<file path="src/rtl/reservation_station_pkg.sv">
// Shared types for the reservation station: data word, tag, CDB
// bundle, ALU opcode and the per-entry storage record.
package reservation_station_pkg;

    typedef logic [31:0] word32_t;

    localparam int TAG_W = 4;
    typedef logic [TAG_W-1:0] rs_tag_t;

    // Tag value meaning "operand already holds a value" / "CDB idle".
    localparam rs_tag_t NO_VAL = '0;

    typedef struct packed {
        rs_tag_t tag;
        word32_t val;
    } cdb_t;

    typedef enum logic [2:0] {
        ALU_ADD = 3'd0,
        ALU_SUB = 3'd1,
        ALU_AND = 3'd2,
        ALU_OR  = 3'd3,
        ALU_XOR = 3'd4,
        ALU_SLL = 3'd5,
        ALU_SRL = 3'd6,
        ALU_SLT = 3'd7
    } alu_op_t;

    typedef struct packed {
        logic    busy;
        logic    dispatched;
        logic    spec;
        logic    killed;
        alu_op_t op;
        word32_t vj;
        rs_tag_t qj;
        word32_t vk;
        rs_tag_t qk;
    } rs_entry_t;

endpackage

</file>
<file path="src/rtl/reservation_station_prio_select.sv">
// rs_prio_select: lowest-index one-hot picker.
// Ports: req (request vector), gnt (one-hot grant), hit (any request).
module rs_prio_select #(
    parameter int N = 4
) (
    input  logic [N-1:0] req,
    output logic [N-1:0] gnt,
    output logic         hit
);

    logic found;

    always_comb begin
        gnt   = '0;
        found = 1'b0;
        for (int i = 0; i < N; i++) begin
            if (req[i] && !found) begin
                gnt[i] = 1'b1;
                found  = 1'b1;
            end
        end
    end

    assign hit = |req;

endmodule

</file>
<file path="src/rtl/reservation_station.sv">
// Tomasulo reservation station: holds issued instructions until both
// operands arrive on the CDB, then dispatches the lowest-index ready
// entry to the functional unit. Entry i owns tag TAG_BASE+i and is
// freed when that tag appears on the CDB; mispredicts squash spec work.
// Ports: clk_i/reset_i (async, active-high), cdb_i snoop bus,
// issue_* request/allocation, cond_eval_i/corr_pred_i branch resolve,
// fu_* dispatch handshake and payload.
// Optional macro RS_CDB_ISSUE_BYPASS_EN: capture a same-cycle CDB
// result at issue instead of stalling the issue for one cycle.
module reservation_station
    import reservation_station_pkg::*;
#(
    parameter int NUM_ENTRIES = 4,
    parameter int TAG_BASE    = 1
) (
    input  logic    clk_i,
    input  logic    reset_i,
    input  cdb_t    cdb_i,
    input  logic    issue_valid_i,
    output logic    issue_ready_o,
    input  alu_op_t issue_op_i,
    input  logic    issue_spec_i,
    input  word32_t issue_val1_i,
    input  word32_t issue_val2_i,
    input  rs_tag_t issue_tag1_i,
    input  rs_tag_t issue_tag2_i,
    output rs_tag_t issue_tag_o,
    input  logic    cond_eval_i,
    input  logic    corr_pred_i,
    output logic    fu_valid_o,
    input  logic    fu_ready_i,
    output alu_op_t fu_op_o,
    output word32_t fu_a_o,
    output word32_t fu_b_o,
    output rs_tag_t fu_tag_o
);

    function automatic rs_tag_t own_tag(input int i);
        return rs_tag_t'(TAG_BASE + i);
    endfunction

    rs_entry_t ent [NUM_ENTRIES];

    logic [NUM_ENTRIES-1:0] free_vec;
    logic [NUM_ENTRIES-1:0] rdy_vec;
    logic [NUM_ENTRIES-1:0] alloc_sel;
    logic [NUM_ENTRIES-1:0] disp_pick;
    logic [NUM_ENTRIES-1:0] disp_sel;
    logic [NUM_ENTRIES-1:0] hold;
    logic any_free, any_rdy, sel_spec;
    logic mispredict, resolve_ok, issue_block;
    logic issue_fire, disp_fire, cdb_act;
    word32_t new_vj, new_vk;
    rs_tag_t new_qj, new_qk;

    assign cdb_act    = (cdb_i.tag != NO_VAL);
    assign mispredict = cond_eval_i & ~corr_pred_i;
    assign resolve_ok = cond_eval_i & corr_pred_i;

    always_comb begin
        for (int i = 0; i < NUM_ENTRIES; i++) begin
            free_vec[i] = ~ent[i].busy;
            rdy_vec[i]  = ent[i].busy & ~ent[i].dispatched
                        & ~ent[i].killed
                        & (ent[i].qj == NO_VAL)
                        & (ent[i].qk == NO_VAL);
        end
    end

    rs_prio_select #(.N(NUM_ENTRIES)) u_alloc (
        .req (free_vec),
        .gnt (alloc_sel),
        .hit (any_free)
    );

    rs_prio_select #(.N(NUM_ENTRIES)) u_disp (
        .req (rdy_vec),
        .gnt (disp_pick),
        .hit (any_rdy)
    );

    // A stalled offer keeps its entry so fu_* stay stable even if a
    // lower-index entry wakes up meanwhile.
    assign disp_sel = (|(hold & rdy_vec)) ? hold : disp_pick;

`ifdef RS_CDB_ISSUE_BYPASS_EN
    assign issue_block = 1'b0;
    always_comb begin
        new_vj = issue_val1_i;
        new_qj = issue_tag1_i;
        new_vk = issue_val2_i;
        new_qk = issue_tag2_i;
        if (cdb_act && issue_tag1_i == cdb_i.tag) begin
            new_vj = cdb_i.val;
            new_qj = NO_VAL;
        end
        if (cdb_act && issue_tag2_i == cdb_i.tag) begin
            new_vk = cdb_i.val;
            new_qk = NO_VAL;
        end
    end
`else
    // Without the bypass the producer result would be missed, so the
    // issue waits a cycle for the register file to hold it.
    assign issue_block = cdb_act & ((issue_tag1_i == cdb_i.tag)
                                  | (issue_tag2_i == cdb_i.tag));
    assign new_vj = issue_val1_i;
    assign new_qj = issue_tag1_i;
    assign new_vk = issue_val2_i;
    assign new_qk = issue_tag2_i;
`endif

    assign issue_ready_o = any_free & ~mispredict & ~issue_block;
    assign issue_fire    = issue_valid_i & issue_ready_o;

    always_comb begin
        issue_tag_o = NO_VAL;
        fu_op_o     = ALU_ADD;
        fu_a_o      = '0;
        fu_b_o      = '0;
        fu_tag_o    = NO_VAL;
        sel_spec    = 1'b0;
        for (int i = 0; i < NUM_ENTRIES; i++) begin
            if (alloc_sel[i]) issue_tag_o = own_tag(i);
            if (disp_sel[i]) begin
                fu_op_o  = ent[i].op;
                fu_a_o   = ent[i].vj;
                fu_b_o   = ent[i].vk;
                fu_tag_o = own_tag(i);
                sel_spec = ent[i].spec;
            end
        end
    end

    assign fu_valid_o = any_rdy & ~(mispredict & sel_spec);
    assign disp_fire  = fu_valid_o & fu_ready_i;

    always_ff @(posedge clk_i or posedge reset_i) begin
        if (reset_i) begin
            for (int i = 0; i < NUM_ENTRIES; i++) ent[i] <= '0;
            hold <= '0;
        end else begin
            hold <= (fu_valid_o & ~fu_ready_i) ? disp_sel : '0;
            for (int i = 0; i < NUM_ENTRIES; i++) begin
                if (ent[i].busy) begin
                    if (cdb_act && ent[i].qj == cdb_i.tag) begin
                        ent[i].vj <= cdb_i.val;
                        ent[i].qj <= NO_VAL;
                    end
                    if (cdb_act && ent[i].qk == cdb_i.tag) begin
                        ent[i].vk <= cdb_i.val;
                        ent[i].qk <= NO_VAL;
                    end
                    if (disp_fire && disp_sel[i])
                        ent[i].dispatched <= 1'b1;
                    if (resolve_ok)
                        ent[i].spec <= 1'b0;
                    // In-flight spec work keeps its tag reserved until
                    // the FU result drains off the CDB.
                    if (mispredict && ent[i].spec) begin
                        if (ent[i].dispatched) ent[i].killed <= 1'b1;
                        else                   ent[i] <= '0;
                    end
                    if (cdb_i.tag == own_tag(i))
                        ent[i] <= '0;
                end else if (issue_fire && alloc_sel[i]) begin
                    ent[i] <= '{busy:       1'b1,
                                dispatched: 1'b0,
                                spec:       issue_spec_i,
                                killed:     1'b0,
                                op:         issue_op_i,
                                vj:         new_vj,
                                qj:         new_qj,
                                vk:         new_vk,
                                qk:         new_qk};
                end
            end
        end
    end

endmodule

</file>
<file path="config.mk">
export PLATFORM = sky130hd
export DESIGN_NAME = reservation_station
export DESIGN_NICKNAME = d
export VERILOG_FILES = /design/src/rtl/reservation_station_pkg.sv /design/src/rtl/reservation_station_prio_select.sv /design/src/rtl/reservation_station.sv
export SDC_FILE = /design/constraint.sdc
export NUM_CORES = 1
export LEC_CHECK = 0
export ABC_AREA = 0
export BUFFER_PORTS_ARGS = -buffer_cell sky130_fd_sc_hd__buf_2
export CORE_MARGIN = 10
export CORE_UTILIZATION = 59
export DETAILED_ROUTE_END_ITERATION = 10
export PLACE_DENSITY_LB_ADDON = 0.05
export SKIP_LAST_GASP = 1
export SLEW_MARGIN = 20
export SYNTH_ARGS = -nofsm -noshare
export SYNTH_HDL_FRONTEND = slang
export SYNTH_HIERARCHICAL = 1
export SYNTH_SLANG_ARGS = --single-unit
</file>
<file path="constraint.sdc">
create_clock -name clk_i -period 17.1 [get_ports clk_i]
set_input_delay 5.13 -clock clk_i [delete_from_list [all_inputs] [get_ports clk_i]]
set_output_delay 5.13 -clock clk_i [all_outputs]
set_load 0.03 [all_outputs]
</file>
==> key figures, run 1 <==
Status
  – Status: finished, final reports clean

STA
  – Final WS setup: 5180 ps
  – Period utilization: 0.697
  – Setup TNS: 0 ps
  – Relative max-transition margin: 0.234
  – F_max: between 80 and 90 MHz
  – Skew final: a little under 20 ps
  – Hold Vio Cnt, Final: 0
  – RSZ-0062 raised after global routing: false
  – Tmin final: 11,920 ps
  – Setup Viol. Count Final: 0
  – Pins Over Slew Limit: 0
  – Measured slew at the worst slew-check pin: 1150 ps

Synthesis
  – Top_reg_cell synth: dfrtp_1
  – Cells after synthesis: 1,557
  – #FFs+latches synth: 320
  – Synth top area share: 0.486
  – Synth Cell Area: 16,500 µm²
  – Register area share after synthesis: 0.486
  – Post-synth ARST share: 1.00
  – Synth Warn #: 6
  – Area contributors post-synth: dfrtp_1 (49%), a22o_1 (11%), a21o_1 (7.6%)
  – EDFF count, synth: 0
  – Post-synth cell types: 57
  – Synth area leader: dfrtp_1
  – Mean area per synthesized cell: around 11 µm²

Clock network
  – CTS resizes: 0
  – CTS HTree Levels: 2
  – CTS root buffer: clkbuf_16
  – Reg clk slew, reported paths: 60 ps
  – CTS Hold Bufs: 0
  – Total clock buffers created by CTS: 36
  – Post-CTS setup buffer count: 0
  – Worst-Skew Late Latency: 530 ps
  – CTS tree: built
  – Clk sinks: 320
  – Clock Path Buffers: 3

Route
  – Max Used Layer: met5
  – Vias: 14,400
  – DRT Wirelength: 54.8 mm
  – WL met1: roughly 23 mm
  – DR vias/cell: approximately 7.0
  – Met2 WL: 25.7 mm
  – Initial DRC count: 1,686
  – Number of nets with antenna violations after detailed routing: 0
  – TritonRoute pass-1 iters: 6
  – Met3 Wirelength: just under 5 mm
  – DRC errors left: 0
  – Average wire per standard cell: 26.7 µm

Pwr
  – Pwr per Cell Area: 244 nW/µm²
  – Leak: 9.83 nW
  – Internal Power: 0.00232 W
  – Comb power frac: 0.558
  – Sw frac: 0.494
  – Sw Pwr: 0.00227 W
  – Flop pwr share: 0.267
  – Peak supply drop: about 340 µV
  – Share of total power in the clock network: 0.175

Global route
  – Vias in the first global route: 14,700
  – Largest net degree at the start of global routing: 95
  – Grt total ovfl: 0
  – GRT Total Usage: 0.304
  – First-pass GRT wire length: ~86 mm
  – Initial antenna violation count: 7

Worst setup path
  – Setup crit start: cdb_i[32]
  – Crit-path slowest cell: a21oi_2
  – Most used cell, CP: buf_2
  – Worst reg2reg startpoint: ent[237]
  – Slack of the worst reg-to-reg path: 12,170 ps
  – Critical path launch point type: primary input
  – Crit-path max cell delay: 600 ps
  – Worst r2r path cells: 10
  – CP cell instances: buf_2 -> xnor2_1 -> nand4_1 -> a21oi_2 -> nor2_1 -> buf_2
  – CP Capture Type: primary output
  – Crit path to: issue_ready_o
  – Worst path required time: 11,970 ps
  – Worst Path Class, Setup: in2out
  – RR Endpoint: ent[314]
  – Arrival time at the worst endpoint: 6790 ps
  – Critical path fanouts, max: 15

Floorplanning
  – Die width: 187 µm
  – Die ar.: 35,000 µm²
  – Die Y: 187 µm
  – Initial Utilization: 0.596
  – Row Count: 61
  – Total core area: 27,600 µm²
  – Num ports: 195

Job
  – Total of max-cap violations: 0

Place
  – Detail Placement HPWL: 32.0 mm
  – # port buffers: 192
  – GPL Wtd Cong: 0.932
  – Pre-CTS setup slack: 4990 ps

Worst hold path
  – Worst Hold Launch: ent[121]
  – Hold WC Path Type: reg2reg

Final layout
  – Area grow syn2layout: 14.3%
  – Register area: 8010 µm²
  – Fillers: 2,167
  – Fin nets: around 1,800
  – Layout cells sized above 1: 0.195
  – Area of the multi-input gates: 7870 µm²
## cells in the mapped netlist, types with 3 or more instances
cell type and n:
a221oi_1 57, a21oi_1 10, nor3b_1 4, nand4_1 6
or3_1 7, a22o_1 212, o21ai_1 84, xor2_1 6
or3b_1 3, o21ai_0 66, nor2_1 25, a21o_1 166
or4_1 4, xnor2_1 30, nand3_1 3, buf_4 8
a221oi_2 10, mux2_2 3, a41o_1 3, a22oi_1 28
nand3b_1 4, mux2i_1 3, inv_1 9, nor2b_1 4
a21boi_0 3, nand2b_1 12, clkbuf_1 105, a221o_1 64
buf_1 40, a211oi_1 3, buf_2 19, or4_4 3
and2_1 68, nor3_1 15, dfrtp_1 320, o2bb2ai_1 29
nand2_1 91, nor4_4 4
## cells in the final DEF (no fill, tap or decap), types with 37 or more instances in the layout
cell type and instances:
a221o_1 64, a21o_1 166, a221oi_1 57, buf_2 192, nand2_1 91, o21ai_1 80
and2_1 68, a22o_1 212, clkbuf_16 37, o21ai_0 66, dfrtp_1 320
## power groups by stage
stage | Sequential [W] | Combinational [W] | Clock (W)
3_5_place_dp | 0.00123 | 0.00253 | 0
2_1_floorplan | 0.00118 | 0.00178 | 0
3_3_place_gp | 0.00122 | 0.00251 | 0
4_1_cts | 0.00122 | 0.00254 | 0.000808
6_report | 0.00123 | 0.00256 | 0.000804
5_1_grt | 0.00126 | 0.00272 | 0.000838
## registers in the layout, indices dropped and copies added (netlist names)
name,cells
ent,316
hold,4
## through the flow
stage / area (µm²) / utilization / cells / hold slack [ps] / power (W)
5_1_grt: 18800 / 0.681 / 2049 / 475 / 0.00481
6_report: 18800 / 0.681 / 2050 / 471 / 0.00459
4_1_cts: 18800 / 0.679 / 2045 / 472 / 0.00457
2_1_floorplan: 16500 / - / 1558 / 444 / 0.00295
3_3_place_gp: 17500 / 0.635 / 1981 / 453 / 0.00373
3_5_place_dp: 17500 / 0.635 / 1981 / 460 / 0.00376
## area by class of cell
class / instances / area share
sequential: 320 / 0.426
multi-input combinational: 1055 / 0.418
timing repair buffer: 219 / 0.0631
clock buffer: 51 / 0.0568
tap: 378 / 0.0251
clock inverter: 13 / 0.00805
inverter: 10 / 0.00239
antenna: 4 / 0.000532
## critical path, delay by kind of cell
family	cells	cell delay, ps
AO/OA/AOI/OAI	1	600
buffers and inverters	2	580
AND/OR/NAND/NOR	2	300
XOR/XNOR	1	170
## how the worst min path moves through the flow
stage          depth (start not counted)       end  slack, ps
4_1_cts                                1  ent[147]        470
2_1_floorplan                          1  ent[111]        440
6_report                               1  ent[121]        470
3_3_place_gp                           1  ent[114]        450
5_1_grt                                1  ent[146]        480
3_5_place_dp                           1  ent[147]        460
## cell families after synthesis
kind of cell,Yosys count,synth area share
compound gates,748,0.355
xor+xnor,36,0.0192
buf+inv,183,0.0454
flops,320,0.486
mux,7,0.00524
other cells,1,0.000228
simple gates,262,0.0887
## metal layers
| layer | vias up | global-route usage |
|---|---|---|
| li1 | 6145 | - |
| met1 | 7284 | 0.399 |
| met2 | 821 | 0.493 |
| met3 | 132 | 0.0529 |
| met4 | 6 | 0.116 |
| met5 | - | 0 |
(Power assumes the default switching activity.)
==> run 2: changes to the inputs <==
- clock period: 17.1 -> 11.9 ns (I/O delays scaled with it)
==> run 2 against run 1 <==
- clock skew is 0.98 ps lower
- routed wire length is 0.63% lower
- clock-buffer cell count is 3 lower
- critical endpoint is now fu_valid_o
- largest cell class unchanged
==> key figures, run 2 (synthesized netlist as in run 1, its figures left out) <==
Status
  – Status: finished, final reports clean (unchanged)

Clock network
  – Reg clk slew, reported paths: 60 ps (about the same)
  – Clk sinks: 320 (unchanged)
  – CTS root buffer: clkbuf_16 (unchanged)
  – Worst-Skew Late Latency: 520 ps (was 530 ps)
  – CTS resizes: 0 (unchanged)
  – Total clock buffers created by CTS: 36 (unchanged)
  – CTS Hold Bufs: 0 (unchanged)
  – CTS HTree Levels: 2 (unchanged)
  – Clock Path Buffers: 3 (unchanged)
  – CTS tree: built (unchanged)
  – Post-CTS setup buffer count: 0 (unchanged)

Floorplanning
  – Die ar.: 35,000 µm² (unchanged)
  – Row Count: 61 (unchanged)
  – Total core area: 27,600 µm² (unchanged)
  – Die width: 187 µm (unchanged)
  – Num ports: 195 (unchanged)
  – Die Y: 187 µm (unchanged)
  – Initial Utilization: 0.596 (unchanged)

Worst setup path
  – Arrival time at the worst endpoint: 5390 ps (was 6790 ps)
  – Worst path required time: 8330 ps (was 11,970 ps)
  – CP Capture Type: primary output (unchanged)
  – CP cell instances: or3_1 -> or3_1 -> nor3_1 -> nor4b_1 -> mux2i_4 -> buf_4 -> inv_2 -> buf_4 -> a211oi_2 -> nor2b_1 -> buf_2 (was buf_2 -> xnor2_1 -> nand4_1 -> a21oi_2 -> nor2_1 -> buf_2)
  – Setup crit start: ent[237] (was cdb_i[32])
  – Worst reg2reg startpoint: ent[237] (unchanged)
  – Critical path launch point type: flop (was primary input)
  – Crit-path slowest cell: buf_4 (was a21oi_2)
  – Critical path fanouts, max: 69 (was 15)
  – Worst Path Class, Setup: reg2out (was in2out)
  – Crit-path max cell delay: 650 ps (was 600 ps)

STA
  – Period utilization: 0.753
  – Hold Vio Cnt, Final: 0 (unchanged)
  – Setup Viol. Count Final: 0 (unchanged)
  – Relative max-transition margin: 0.226 (was 0.234)
  – RSZ-0062 raised after global routing: false (unchanged)
  – Measured slew at the worst slew-check pin: 1160 ps (was 1150 ps)
  – Setup TNS: 0 ps (unchanged)
  – F_max: 112 MHz
  – Pins Over Slew Limit: 0 (unchanged)
  – Tmin final: 8960 ps
  – Skew final: 18.4 ps (was 19.3 ps)

Global route
  – Initial antenna violation count: 3 (was 7)
  – GRT Total Usage: 0.303 (was 0.304)
  – Largest net degree at the start of global routing: 79 (was 95)
  – Vias in the first global route: 14,500 (was 14,700)
  – Grt total ovfl: 0 (unchanged)
  – First-pass GRT wire length: 84.8 mm (was 85.9 mm)

Worst hold path
  – Hold WC Path Type: reg2reg (unchanged)
  – Worst Hold Launch: ent[125] (was ent[121])

Job
  – Total of max-cap violations: 0 (unchanged)

Final layout
  – Core Util, Final: 0.678 (was 0.681)
  – Regs by FF count: ent x316, hold x4 (unchanged)
  – Layout cells sized above 1: 0.193 (was 0.195)
  – Fin nets: 1,762 (was 1,760)
  – Max reg flops: 316 (unchanged)
  – Area grow syn2layout: 13.8% (was 14.3%)
  – Reg with most FFs: ent (unchanged)
  – Final instance area: 18,700 µm² (was 18,800 µm²)
  – Non-filler cells, final: 2,046 (was 2,050)
  – Most frequent cells in the layout: dfrtp_1 (320), a22o_1 (212), buf_2 (192), a21o_1 (166), nand2_1 (91) (unchanged)
  – Commonest non-fill, non-tap cell in the layout: dfrtp_1 (unchanged)

Route
  – TritonRoute pass-1 iters: 5 (was 6)
  – DRC errors left: 0 (unchanged)
  – DR vias/cell: 6.96 (was 7.02)
  – Initial DRC count: 1,523 (was 1,686)
  – DRT Wirelength: 54.5 mm (was 54.8 mm)
  – Vias: 14,200 (was 14,400)
  – Average wire per standard cell: 26.6 µm (was 26.7 µm)
  – Number of nets with antenna violations after detailed routing: 0 (unchanged)

Pwr
  – Total power: 0.00653 W (was 0.00459 W)
  – Peak supply drop: 262 µV (was 345 µV)
  – Pwr per Cell Area: 348 nW/µm² (was 244 nW/µm²)
  – Leak: 9.78 nW (was 9.83 nW)

Place
  – Detail Placement HPWL: 31.8 mm (was 32.0 mm)
  – GPL Wtd Cong: 0.935 (was 0.932)
  – Dpl cells: 1,982 (was 1,981)
  – # port buffers: 192 (unchanged)
  – Post-DP Area: 17,500 µm² (about the same)
-- run 2: changes by cell type in the layout (fill, tap and decap cells not counted), moves of 2 or more --
cell / previous run / this run
clkbuf_8: 9 / 5
diode_2: 4 / 2
clkinvlp_4: 0 / 3
buf_4: 25 / 27
-- run 2: worst max-delay path, delay by kind of cell (launching register included) --
kind | cells | cell delay (ps)
buffers and inverters | 4 | 1890
and+or+nand+nor | 5 | 1680
AOI/OAI and AO/OA | 1 | 610
DFF | 1 | 400
muxes | 1 | 170
-- run 2: layer usage --
metal	track usage	part of all wire
met2	0.485	0.47
met3	0.0580	0.091
met4	0.114	0.030
met1	0.401	0.41
met5	0	0.00031
-- run 2: cell type report --
type / count / area (µm²)
sequential: 320 / 8010
inverter: 10 / 41.3
antenna: 2 / 5.00
clock buffer: 48 / 1020
clock inverter: 12 / 123
fill: 2222 / 8890
tap: 378 / 473
multi-input combinational: 1055 / 7870
timing repair buffer: 221 / 1210
-- run 2: worst paths after layout --
path                         endpoint  slack (ps)  cells after the start
max reg2reg                  ent[314]        7000                     10
min reg2reg                  ent[125]         470                      1
max                        fu_valid_o        2940                     11
min in group asynchronous    ent[158]        3110                      2
min                          ent[125]         470                      1
max in group asynchronous     ent[60]        6560                      4
-- run 2: metrics by stage --
stage	setup WS, ps	hold WS, ps
after floorplan	3520	444
after global placement	2940	453
after detailed placement	2870	460
after CTS	2870	473
after global routing	2760	484
final	2940	471
-- run 2: report_power, final --
part	switching, W	leakage (nW)	internal, W
registers	0.000266	4.31	0.00150
clock network	0.000452	0.560	0.000643
logic	0.00252	4.92	0.00115
